<file path="src/rtl/simple_alu_arbiter.sv">
// Two-lane round-robin front end for one shared combinational ALU.
// Each lane has a one-entry operand buffer; the ALU output is captured in a single writeback register.
module simple_alu_arbiter #(
  parameter int SIZE_DATA       = 32,
  parameter int SIZE_IMMEDIATE  = 16,
  parameter int SIZE_OPCODE_I   = 8,
  parameter int EXECUTION_FLAGS = 6,
  parameter int SIZE_TAG        = 7
) (
  input  logic                       clk,
  input  logic                       reset,
  input  logic                       flush_i,
  input  logic                       req0_valid_i,
  output logic                       req0_ready_o,
  input  logic [SIZE_DATA-1:0]       req0_data1_i,
  input  logic [SIZE_DATA-1:0]       req0_data2_i,
  input  logic [SIZE_IMMEDIATE-1:0]  req0_immd_i,
  input  logic [SIZE_OPCODE_I-1:0]   req0_opcode_i,
  input  logic [SIZE_TAG-1:0]        req0_tag_i,
  input  logic                       req1_valid_i,
  output logic                       req1_ready_o,
  input  logic [SIZE_DATA-1:0]       req1_data1_i,
  input  logic [SIZE_DATA-1:0]       req1_data2_i,
  input  logic [SIZE_IMMEDIATE-1:0]  req1_immd_i,
  input  logic [SIZE_OPCODE_I-1:0]   req1_opcode_i,
  input  logic [SIZE_TAG-1:0]        req1_tag_i,
  output logic [SIZE_DATA-1:0]       alu_data1_o,
  output logic [SIZE_DATA-1:0]       alu_data2_o,
  output logic [SIZE_IMMEDIATE-1:0]  alu_immd_o,
  output logic [SIZE_OPCODE_I-1:0]   alu_opcode_o,
  input  logic [SIZE_DATA-1:0]       alu_result_i,
  input  logic [EXECUTION_FLAGS-1:0] alu_flags_i,
  output logic                       wb_valid_o,
  input  logic                       wb_ready_i,
  output logic [SIZE_DATA-1:0]       wb_result_o,
  output logic [EXECUTION_FLAGS-1:0] wb_flags_o,
  output logic [SIZE_TAG-1:0]        wb_tag_o,
  output logic                       wb_src_o,
  output logic [15:0]                stall_cnt_o
);

  typedef struct packed {
    logic [SIZE_DATA-1:0]      data1;
    logic [SIZE_DATA-1:0]      data2;
    logic [SIZE_IMMEDIATE-1:0] immd;
    logic [SIZE_OPCODE_I-1:0]  opcode;
    logic [SIZE_TAG-1:0]       tag;
  } entry_t;

  entry_t [1:0]               buf_q, buf_d;
  logic   [1:0]               buf_valid_q, buf_valid_d;
  logic                       last_grant_q, last_grant_d;
  logic                       wb_valid_q, wb_valid_d;
  logic [SIZE_DATA-1:0]       wb_result_q, wb_result_d;
  logic [EXECUTION_FLAGS-1:0] wb_flags_q, wb_flags_d;
  logic [SIZE_TAG-1:0]        wb_tag_q, wb_tag_d;
  logic                       wb_src_q, wb_src_d;
  logic [15:0]                stall_q, stall_d;

  entry_t [1:0] req_in;
  entry_t       sel;
  logic [1:0]   req_valid, ready;
  logic         issue, grant;

  always_comb begin
    req_in[0] = '{data1: req0_data1_i, data2: req0_data2_i, immd: req0_immd_i,
                  opcode: req0_opcode_i, tag: req0_tag_i};
    req_in[1] = '{data1: req1_data1_i, data2: req1_data2_i, immd: req1_immd_i,
                  opcode: req1_opcode_i, tag: req1_tag_i};
    req_valid = {req1_valid_i, req0_valid_i};

    issue = (|buf_valid_q) & (~wb_valid_q | wb_ready_i);
    // Lane 1 only wins alone or on its round-robin turn; idle state points at buf0.
    if (&buf_valid_q) grant = ~last_grant_q;
    else              grant = buf_valid_q[1];
    sel = buf_q[grant];

    buf_d       = buf_q;
    buf_valid_d = buf_valid_q;
    for (int unsigned i = 0; i < 2; i++) begin
      ready[i] = ~buf_valid_q[i] | ((grant == 1'(i)) & issue);
      if (issue && grant == 1'(i)) buf_valid_d[i] = 1'b0;
      if (req_valid[i] && ready[i]) begin
        buf_d[i]       = req_in[i];
        buf_valid_d[i] = 1'b1;
      end
      if (flush_i) buf_valid_d[i] = 1'b0;
    end

    wb_valid_d   = wb_valid_q;
    wb_result_d  = wb_result_q;
    wb_flags_d   = wb_flags_q;
    wb_tag_d     = wb_tag_q;
    wb_src_d     = wb_src_q;
    last_grant_d = issue ? grant : last_grant_q;
    if (flush_i) begin
      wb_valid_d = 1'b0;
    end else if (issue) begin
      wb_valid_d  = 1'b1;
      wb_result_d = alu_result_i;
      wb_flags_d  = alu_flags_i;
      wb_tag_d    = sel.tag;
      wb_src_d    = grant;
    end else if (wb_ready_i && wb_valid_q) begin
      wb_valid_d = 1'b0;
    end

    stall_d = stall_q;
    if (wb_valid_q && !wb_ready_i && stall_q != '1) stall_d = stall_q + 16'd1;
  end

  always_ff @(posedge clk or posedge reset) begin
    if (reset) begin
      buf_q        <= '0;
      buf_valid_q  <= '0;
      last_grant_q <= 1'b1;
      wb_valid_q   <= 1'b0;
      wb_result_q  <= '0;
      wb_flags_q   <= '0;
      wb_tag_q     <= '0;
      wb_src_q     <= 1'b0;
      stall_q      <= '0;
    end else begin
      buf_q        <= buf_d;
      buf_valid_q  <= buf_valid_d;
      last_grant_q <= last_grant_d;
      wb_valid_q   <= wb_valid_d;
      wb_result_q  <= wb_result_d;
      wb_flags_q   <= wb_flags_d;
      wb_tag_q     <= wb_tag_d;
      wb_src_q     <= wb_src_d;
      stall_q      <= stall_d;
    end
  end

  assign req0_ready_o = ready[0];
  assign req1_ready_o = ready[1];
  assign alu_data1_o  = sel.data1;
  assign alu_data2_o  = sel.data2;
  assign alu_immd_o   = sel.immd;
  assign alu_opcode_o = sel.opcode;
  assign wb_valid_o   = wb_valid_q;
  assign wb_result_o  = wb_result_q;
  assign wb_flags_o   = wb_flags_q;
  assign wb_tag_o     = wb_tag_q;
  assign wb_src_o     = wb_src_q;
  assign stall_cnt_o  = stall_q;

endmodule

</file>
<file path="config.mk">
export PLATFORM = sky130hd
export DESIGN_NAME = simple_alu_arbiter
export DESIGN_NICKNAME = d
export VERILOG_FILES = /design/src/rtl/simple_alu_arbiter.sv
export SDC_FILE = /design/constraint.sdc
export NUM_CORES = 1
export LEC_CHECK = 0
export ABC_AREA = 1
export BUFFER_PORTS_ARGS = -buffer_cell sky130_fd_sc_hd__buf_2
export CAP_MARGIN = 20
export CORE_MARGIN = 5
export CORE_UTILIZATION = 55
export DETAILED_ROUTE_END_ITERATION = 6
export PLACE_DENSITY = 0.84
export SYNTH_ARGS = -nofsm -noshare
export SYNTH_HDL_FRONTEND = slang
export SYNTH_SLANG_ARGS = --single-unit
</file>
<file path="constraint.sdc">
create_clock -name clk -period 27 [get_ports clk]
set_clock_uncertainty 0.05 [all_clocks]
set_input_delay 5.4 -clock clk [delete_from_list [all_inputs] [get_ports clk]]
set_output_delay 5.4 -clock clk [all_outputs]
set_load 0.02 [all_outputs]
</file>
* Word-level counts from Yosys, hierarchy flattened
Index checks and enable logic that the tools add are counted.
** Operators by class
- Shift-type cells :: 0
- Multiplexer cells :: 12
- Div/mod/pow operators :: 0
- Bitwise operators :: 12
- Multiply operators :: 0
- Equality and inequality tests :: 1
- $add $sub $neg :: 1
- Reductions and logical operators :: 14
- Magnitude comparators :: 1
** Operators with widths (number)
- 2-to-1 mux 95 bit :: 2
- adder 16 x 1 -> 16 bit (second input constant) :: 1
- inequality test 16 bit (second input constant) :: 1
- 2-to-1 mux 1 bit :: 10
- nonzero test 3 bit :: 3
- logical AND 1 bit :: 7
- inverter 1 bit :: 6
- AND reduction 2 bit :: 2
- AND 1 bit :: 3
- OR 1 bit :: 3
- < comparator 1 x 2 -> 1 bit (second input constant) :: 1
- OR reduction 2 bit :: 1
- zero test 1 bit :: 1
** Word-level totals
- Memory bits (writable) :: 0
- Memory bits (read-only) :: 0
- Memories kept :: 0
- Register bits after elaboration :: 256
- Word-level logic and storage cells :: 60
- Latch bits :: 0

* Depth between registers and ports, before layout
Gate-level depths: netlist (run 1).
- Word-level depth :: 8
- Depth in mapped cells :: 10

* Least setup slack after synthesis (run 1)
Ideal clock, no wire load.
- Path kind :: input -> output
- Start point :: in wb_ready_i
- End point :: out req0_ready_o
- Slack :: 15.504 ns
- Arrival time :: 6.046 ns
- Buffers on the path :: 1
- Stages on the path :: 3
- Cells stage by stage :: nor2_2 > o21ai_4 > clkbuf_1
** On the way
- Longest elaborated chain between the ends :: 4
** Ends and longest elaborated chain
- start, declared :: RTL line 34 : input logic wb_ready_i,
- OR 1 bit :: RTL line 72 : issue = (|buf_valid_q) & (~wb_valid_q | wb_ready_i);
- AND 1 bit :: RTL line 72
- AND 1 bit :: RTL line 81 : ready[i] = ~buf_valid_q[i] | ((grant == 1'(i)) & issue);
- OR 1 bit :: RTL line 81
- end, declared :: RTL line 14 : output logic req0_ready_o,
Every way passes these cells.

* Worst setup path after layout (run 1)
- Start point :: in wb_ready_i
- End point :: out req1_ready_o
** On the way
- Longest elaborated chain between the ends :: 4
** Ends and longest elaborated chain
- OR 1 bit :: RTL line 72
- AND 1 bit :: RTL line 72
- AND 1 bit :: RTL line 81
- OR 1 bit :: RTL line 81
- end, declared :: RTL line 21 : output logic req1_ready_o,
Every way passes these cells.

==> flow_summary.ini, run 1 <==
[detailed_routing]
drt_pass1_iterations = 6
wl_per_cell_um = 16.0
drc = 0
postRouteAntennaNets = 0
routed_wl_um = 32300
vias = 10500
vias_per_cell = 5.20
drt_iter0_drc = 804

[sta]
layout_min_cycle_time_ps = 11940
finalSetupViolCount = 0
final_hold_viol_count = 0
post-route-period-util_pct = 44.2
finalSetupTns_ps = 0
fmax_ghz = 0.0838
relSlewSlack_pct = 26.2
rsz0062_at_grt = no
drv_slew = 0
worstMarginPinSlew_ps = 1110

[critical_path]
critPathArrivalTime_ps = 6490
end_kind = output port
critPathMaxFanout = 10
cp_data_required_time_ps = 21550
start_kind = input port
worst-setup-path-type = in2out

[cells_and_area]
final_cell_count_no_fill = 2024
drive_above_1_share_pct = 25.3
design.final.nets = 1961
syn2layout_area_growth_pct = 17.6

[floorplan]
dieArea_um2 = 24800
ioPinCount = 387
num_rows = 54
dieHeight_um = 158
start_util_pct = 55.4
die_w_um = 158
core_um2 = 21600

[synthesis]
synthSimpleGateAreaFrac_pct = 23.5
ys.flop_type = dfrtp_1
synth.avg_cell_area_um2 = 8.09
netlist_instances = 1480
yosysMostFrequentCell = nand2_1
yosys.area.top_type = dfrtp_1
ys_async_sr_fraction_pct = 100
ys_warn_count = 0
synthXorXnorAreaFrac_pct = 0.585
synth_top_area_share_pct = 53.3
synth_mux_area_share_pct = 0
ys_seq_area_share_pct = 53.5
synth_top_family_by_area = simple AND/OR/NAND/NOR gates
synth_enable_flop_cells = 0
synth_compound_area_share_pct = 9.83
synthAdderAreaFrac_pct = 0.104
synth_area_um2 = 12000
syn-num-nets = 1715
synth_seq_cells = 256
synth_common_cells = 479 x nand2_1, 255 x dfrtp_1, 129 x o21ai_0
synth_area_leaders = dfrtp_1 53%, nand2_1 15%, buf_4 6.0%, o21ai_0 5.4%, nand3_1 4.6%
ys_types = 24

[hold_path]
hold_path_class = reg2reg

[placement]
globalplace.congestion = 0.867
dpl.cell_count = 1976
io_buffers = 386
hpwl_um = 21900

[clock_tree]
holdBufCountCts = 0
cts.sinks = 256
cts.clk_slew.worst_paths_ps = 60
clk_latency_ps = 520
h-tree-depth = 1
cts-root-buf = clkbuf_16
post_cts_resized = 0
postCtsSetupBuffers = 0
cts.path.max_buffers = 3
cts_tree = done
cts_buffers = 27

[power]
p_sw_uw = 344
p_int_uw = 722
vdd_ir_drop_max_v = 0.0000680
pwr-share-seq_pct = 44.2
p_leak_nw = 7.85
powerDensity_nw_per_um2 = 75.7
power_frac_comb_pct = 23.4
total_power_mw = 1.07
swShare_pct = 32.3
p_clk_share_pct = 32.4

[global_route]
grtUsageTotal_pct = 25.7
grt_first_pass_wirelength_um = 51700
grtUsageMet3_pct = 6.76
grt.busiest_layer = met2
grt_max_degree = 184
grt_antenna_before_repair = 3
use_met2_pct = 44.1
first_global_vias = 10600
use_met1_pct = 31.8
overflow = 0

[job]
drv_cap = 0

[status]
status = finished, final reports clean
power by group through the flow:
stage	clock network [mW]	registers, mW	logic, mW
5_1_grt	0.368	0.477	0.279
4_1_cts	0.351	0.471	0.253
6_report	0.345	0.471	0.250
3_3_place_gp	0	0.474	0.246
2_1_floorplan	0	0.495	0.169
3_5_place_dp	0	0.477	0.251
routing by layer:
layer / part of all wire, % / routed length, µm
met2: 49 / 15800
met4: 3.2 / 1030
met5: 0.087 / 28
met3: 10 / 3230
met1: 38 / 12200
layout by cell type, fill, tap and decap left out, types with 2 or more instances in the layout:
master / count
clkinv_2: 4
buf_2: 385
a21oi_1: 91
clkbuf_8: 3
nand2_1: 478
nand2_4: 2
buf_4: 8
o21ai_0: 128
diode_2: 2
xor2_1: 4
dfrtp_1: 255
nor2_1: 105
o211ai_1: 7
inv_1: 102
xnor2_1: 4
nand4_1: 6
nand3_1: 109
clkbuf_1: 10
clkbuf_16: 27
per-stage QoR:
stage	hold WS, ps	cell area (µm²)	utilization [%]	setup slack, ps
finish	419	14100	65.2	15060
global route	441	14100	65.1	15020
CTS	419	14100	65.0	15070
detailed placement	408	13200	61.3	15070
global placement	403	13200	61.3	15080
floorplan	392	12000	-	14510
registers in the layout, indices dropped and copies added, names as in the netlist:
register	flops
buf_q	190
buf_valid_q	2
last_grant_q	1
stall_cnt_o	16
wb_flags_o	6
wb_result_o	32
wb_src_o	1
wb_tag_o	7
wb_valid_o	1
critical path: stages:
cell and delay [ps]:
buf_2 100, nor2_2 270, inv_1 160, nand2_1 130, nand2_2 190, buf_2 230
final timing paths:
path | from | endpoint | slack (ps) | cells past startpoint
worst max-delay path | wb_ready_i | req1_ready_o | 15060 | 6
worst min-delay path | buf_q[103] | buf_q[103] | 420 | 2
worst max register to register | last_grant_q | buf_q[64] | 23780 | 8
worst min register to register | buf_q[103] | buf_q[103] | 420 | 2
max in group asynchronous | reset | stall_cnt_o[15] | 20480 | 3
min in group asynchronous | reset | buf_q[166] | 4980 | 2
layout make-up:
cell class | instances | area [µm²]
diodes | 2 | 5.00
clock buffers | 40 | 754
clock inverters | 5 | 50.0
fillers | 1824 | 7530
inverters | 104 | 398
multi-input cells | 943 | 4110
flip-flops and latches | 256 | 6410
well taps | 280 | 350
repair buffers | 394 | 2010
cells by family after synthesis:
family	count (synthesis)
flip-flops	256
AO/OA/AOI/OAI	229
AND/OR/NAND/NOR	705
adder cells (fa/ha/maj)	1
buffers and inverters	281
XOR/XNOR	8
Power figures use the tool's default switching activity.
==> run 2: changes to the inputs <==
Settings changed: ABC_AREA 1 to 0, CORE_UTILIZATION 55 to 51, PLACE_DENSITY 0.84 to 0.79.
Clock period 27 ns to 11.6 ns, I/O delays scaled along.
==> flow_summary.ini, run 2 <==
[status]
status = finished, final reports clean

[synthesis]
netlist_instances = 792
ys.flop_type = dfrtp_1
synthXorXnorAreaFrac_pct = 0.840
ys_warn_count = 0
synthAdderAreaFrac_pct = 0.109
synth_mux_area_share_pct = 32.2
yosysMostFrequentCell = mux2_2
synth_common_cells = 320 x mux2_2, 255 x dfrtp_1, 89 x buf_4
ys_types = 34
synth_enable_flop_cells = 0
synth_top_area_share_pct = 55.6
synth.avg_cell_area_um2 = 14.5
synth_seq_cells = 256
synth_compound_area_share_pct = 0.829
yosys.area.top_type = dfrtp_1
synth_top_family_by_area = multiplexers
ys_seq_area_share_pct = 55.9
syn-num-nets = 1027
ys_async_sr_fraction_pct = 100
synth_area_um2 = 11500
synthSimpleGateAreaFrac_pct = 2.61
synth_area_leaders = dfrtp_1 56%, mux2_2 31%, buf_4 5.8%, buf_2 1.5%, xor2_1 0.84%

[critical_path]
critPathMaxFanout = 6
worst-setup-path-type = in2out
end_kind = output port
start_kind = input port
critPathArrivalTime_ps = 3080
cp_data_required_time_ps = 9230

[clock_tree]
cts.path.max_buffers = 3
cts_buffers = 27
post_cts_resized = 0
cts_tree = done
h-tree-depth = 1
cts.clk_slew.worst_paths_ps = 60
clk_latency_ps = 530
holdBufCountCts = 0
cts.sinks = 256
cts-root-buf = clkbuf_16
postCtsSetupBuffers = 0

[sta]
drv_slew = 0
post-route-period-util_pct = 47.0
fmax_ghz = 0.183
layout_min_cycle_time_ps = 5450
worstMarginPinSlew_ps = 1030
relSlewSlack_pct = 31.3
finalSetupTns_ps = 0
rsz0062_at_grt = no
final_hold_viol_count = 0
finalSetupViolCount = 0

[cells_and_area]
syn2layout_area_growth_pct = 20.6
regMostFlops = buf_q
largest_register_ff_count = 190
layout_commonest_cell = buf_2
design.final.nets = 1323
drive_above_1_share_pct = 69.7
final_cell_mix = 386 x buf_2, 320 x mux2_2, 255 x dfrtp_1, 27 x clkbuf_16, 12 x a21oi_1

[placement]
io_buffers = 386
hpwl_um = 19500
globalplace.congestion = 0.777

[floorplan]
dieHeight_um = 160
core_um2 = 22000
num_rows = 54
die_w_um = 160
ioPinCount = 387
start_util_pct = 52.2
dieArea_um2 = 25600

[power]
p_clk_share_pct = 33.2
total_power_mw = 2.46
p_int_mw = 1.75
vdd_ir_drop_max_v = 0.000138
swShare_pct = 28.5
pwr-share-seq_pct = 44.5
powerDensity_nw_per_um2 = 178
p_leak_nw = 6.52
p_sw_uw = 701
power_frac_comb_pct = 22.3

[global_route]
first_global_vias = 7900
grtUsageTotal_pct = 20.9
grt_antenna_before_repair = 8
grt_first_pass_wirelength_um = 43500
overflow = 0
grt_max_degree = 129

[job]
drv_cap = 0

[detailed_routing]
drc = 0
vias_per_cell = 5.18
routed_wl_um = 27000
postRouteAntennaNets = 0
drt_iter0_drc = 322
drt_pass1_iterations = 4
wl_per_cell_um = 19.5
vias = 7188

[hold_path]
hold_path_class = reg2reg
## run 2: layout make-up
class	instances	area, µm²
antenna	4	10.0
clock buffer	41	818
clock inverter	4	23.8
fill	1671	8130
inverter	3	18.8
multi-input combinational	407	4220
sequential	256	6410
tap	280	350
timing repair buffer	393	1980
## run 2: cells by family (layout without fill, tap and decap cells)
group	after synthesis	in the layout
AO/OA/AOI/OAI	17	17
XOR/XNOR	11	11
adder cells (fa/ha/maj)	1	1
buffers and inverters	129	441
flip-flops	256	256
multiplexers	328	328
other	0	4
AND/OR/NAND/NOR	50	50
## run 2: routing by layer
| layer | GRT usage, % | wire length (µm) | up-vias |
|---|---|---|---|
| li1 | - | - | 3292 |
| met1 | 25.7 | 10400 | 3552 |
| met2 | 35.1 | 13500 | 274 |
| met3 | 7.32 | 2310 | 60 |
| met4 | 5.98 | 817 | 10 |
| met5 | 0 | 47 | - |
## run 2: per-stage QoR
stage	instances	worst slack (ps)	hold WS (ps)	util [%]	area (µm²)
floorplan	792	2190	407	-	11500
global placement	1339	6170	431	59.1	13000
detailed placement	1339	6150	437	59.1	13000
CTS	1384	6150	450	63.0	13800
global route	1387	6110	458	63.0	13800
finish	1388	6150	447	63.0	13800
## run 2: critical path, cell delays in order
cell     delay, ps
buf_2           80
and2b_4        220
o21ai_2        240
buf_2          220
## run 2: final timing paths
kind | start | slack (ps) | depth (start not counted) | end
hold / removal | buf_q[9] | 450 | 1 | buf_q[9]
max in group asynchronous | reset | 7490 | 4 | buf_q[68]
hold reg to reg | buf_q[9] | 450 | 1 | buf_q[9]
min in group asynchronous | reset | 1900 | 2 | wb_result_o[27]
setup reg to reg | last_grant_q | 8880 | 5 | buf_q[99]
setup / recovery | wb_ready_i | 6150 | 4 | req1_ready_o
## run 2: power by group through the flow
stage / Clock, mW / Sequential (mW) / Combinational, mW
after global routing: 0.878 / 1.11 / 0.590
final: 0.815 / 1.09 / 0.547
after detailed placement: 0 / 1.11 / 0.554
after CTS: 0.837 / 1.09 / 0.558
after global placement: 0 / 1.10 / 0.545
after floorplan: 0 / 1.15 / 0.378
==> run 3: changes to the inputs <==
Clock period 11.6 ns to 5.1 ns, I/O delays scaled along.
==> flow_summary.ini, run 3 (synthesized netlist as in run 2, its figures left out) <==
[status]
status = finished, final reports clean

[floorplan]
start_util_pct = 52.2
dieHeight_um = 160
ioPinCount = 387
die_w_um = 160
num_rows = 54
dieArea_um2 = 25600
core_um2 = 22000

[clock_tree]
clk_latency_ps = 550
postCtsSetupBuffers = 0
cts_buffers = 28
h-tree-depth = 1
post_cts_resized = 0
cts.clk_slew.worst_paths_ps = 60
cts.path.max_buffers = 3
holdBufCountCts = 0
cts_tree = done
cts-root-buf = clkbuf_16
cts.sinks = 256

[detailed_routing]
postRouteAntennaNets = 0
vias_per_cell = 5.14
drc = 0
routed_wl_um = 26900
wl_per_cell_um = 19.3
vias = 7149
drt_iter0_drc = 238
drt_pass1_iterations = 4

[sta]
drv_slew = 0
relSlewSlack_pct = 44.8
worstMarginPinSlew_ps = 826
fmax_ghz = 0.289
final_hold_viol_count = 0
finalSetupTns_ps = 0
fin_ws_ps = 1640
rsz0062_at_grt = no
layout_min_cycle_time_ps = 3460
post-route-period-util_pct = 67.9
finalSetupViolCount = 0

[power]
vdd_ir_drop_max_v = 0.000295
p_leak_nw = 6.58
powerDensity_nw_per_um2 = 412

[placement]
io_buffers = 386
globalplace.congestion = 0.800
dpl_cell_area_um2 = 13000
place_ws_ps = 1850
hpwl_um = 19200

[global_route]
first_global_vias = 7838
grt_first_pass_wirelength_um = 43000
grt_antenna_before_repair = 7
grt_max_degree = 117
grtUsageTotal_pct = 20.6
overflow = 0

[cells_and_area]
seq_area_um2 = 6410
largest_register_ff_count = 190
design_area_um2 = 14000
multi_input_area_um2 = 4220
drive_above_1_share_pct = 69.8
design.final.nets = 1325
regMostFlops = buf_q
final_cell_mix = 386 x buf_2, 320 x mux2_2, 255 x dfrtp_1, 28 x clkbuf_16, 12 x a21oi_1
syn2layout_area_growth_pct = 21.9
layout_commonest_cell = buf_2
fillers = 1656

[job]
drv_cap = 0

[critical_path]
r2r_slack_ps = 2540
critPathArrivalTime_ps = 2390
critPathMaxFanout = 30
cp_data_required_time_ps = 4030
start_kind = flip-flop
worst-setup-path-type = reg2out
startpoint = buf_valid_q[0]
end_kind = output port
r2r_start = last_grant_q

[hold_path]
hold_path_class = reg2reg
worstHoldStart = buf_q[93]
[run 3: worst paths after layout]
check	end	depth (start not counted)
max	alu_data2_o[27]	5
min	buf_q[93]	1
max reg2reg	buf_q[130]	5
min reg2reg	buf_q[93]	1
max in group asynchronous	buf_q[101]	3
min in group asynchronous	buf_q[147]	2
[run 3: metal layers]
metal  share of wire (%)  global-route usage, %
met1                  40                   26.2
met2                  49                   34.0
met3                 7.9                   6.34
met4                 2.4                   6.22
met5                0.33                      0
[run 3: cell type report]
| type | instances | share of cell area (%) |
|---|---|---|
| flip-flops and latches | 256 | 45.9 |
| multi-input cells | 407 | 30.2 |
| inverters | 3 | 0.107 |
| repair buffers | 394 | 14.6 |
| clock buffers | 40 | 5.84 |
| diodes | 1 | 0.0179 |
| clock inverters | 10 | 0.868 |
| well taps | 280 | 2.51 |
[run 3: report_power, final]
part / total, mW / internal, mW / leakage (nW) / switching, mW
Combinational: 1.26 / 0.578 / 3.10 / 0.679
Clock: 2.02 / 1.21 / 0.461 / 0.807
Sequential: 2.49 / 2.33 / 3.02 / 0.160
Total: 5.76 / 4.12 / 6.58 / 1.65
[run 3: worst max-delay path, stage by stage (launching register included)]
cell and delay [ps]:
dfrtp_1 430, and2_1 230, nor2b_4 170, buf_4 410
mux2_2 420, buf_2 170
[run 3: through the flow]
stage	hold WS (ps)	power, mW	instances	util, %
2_1_floorplan	407	3.47	792	-
3_3_place_gp	432	3.75	1340	59.4
3_5_place_dp	437	3.79	1340	59.4
4_1_cts	451	5.83	1390	63.6
5_1_grt	464	6.04	1391	63.6
6_report	448	5.76	1391	63.6
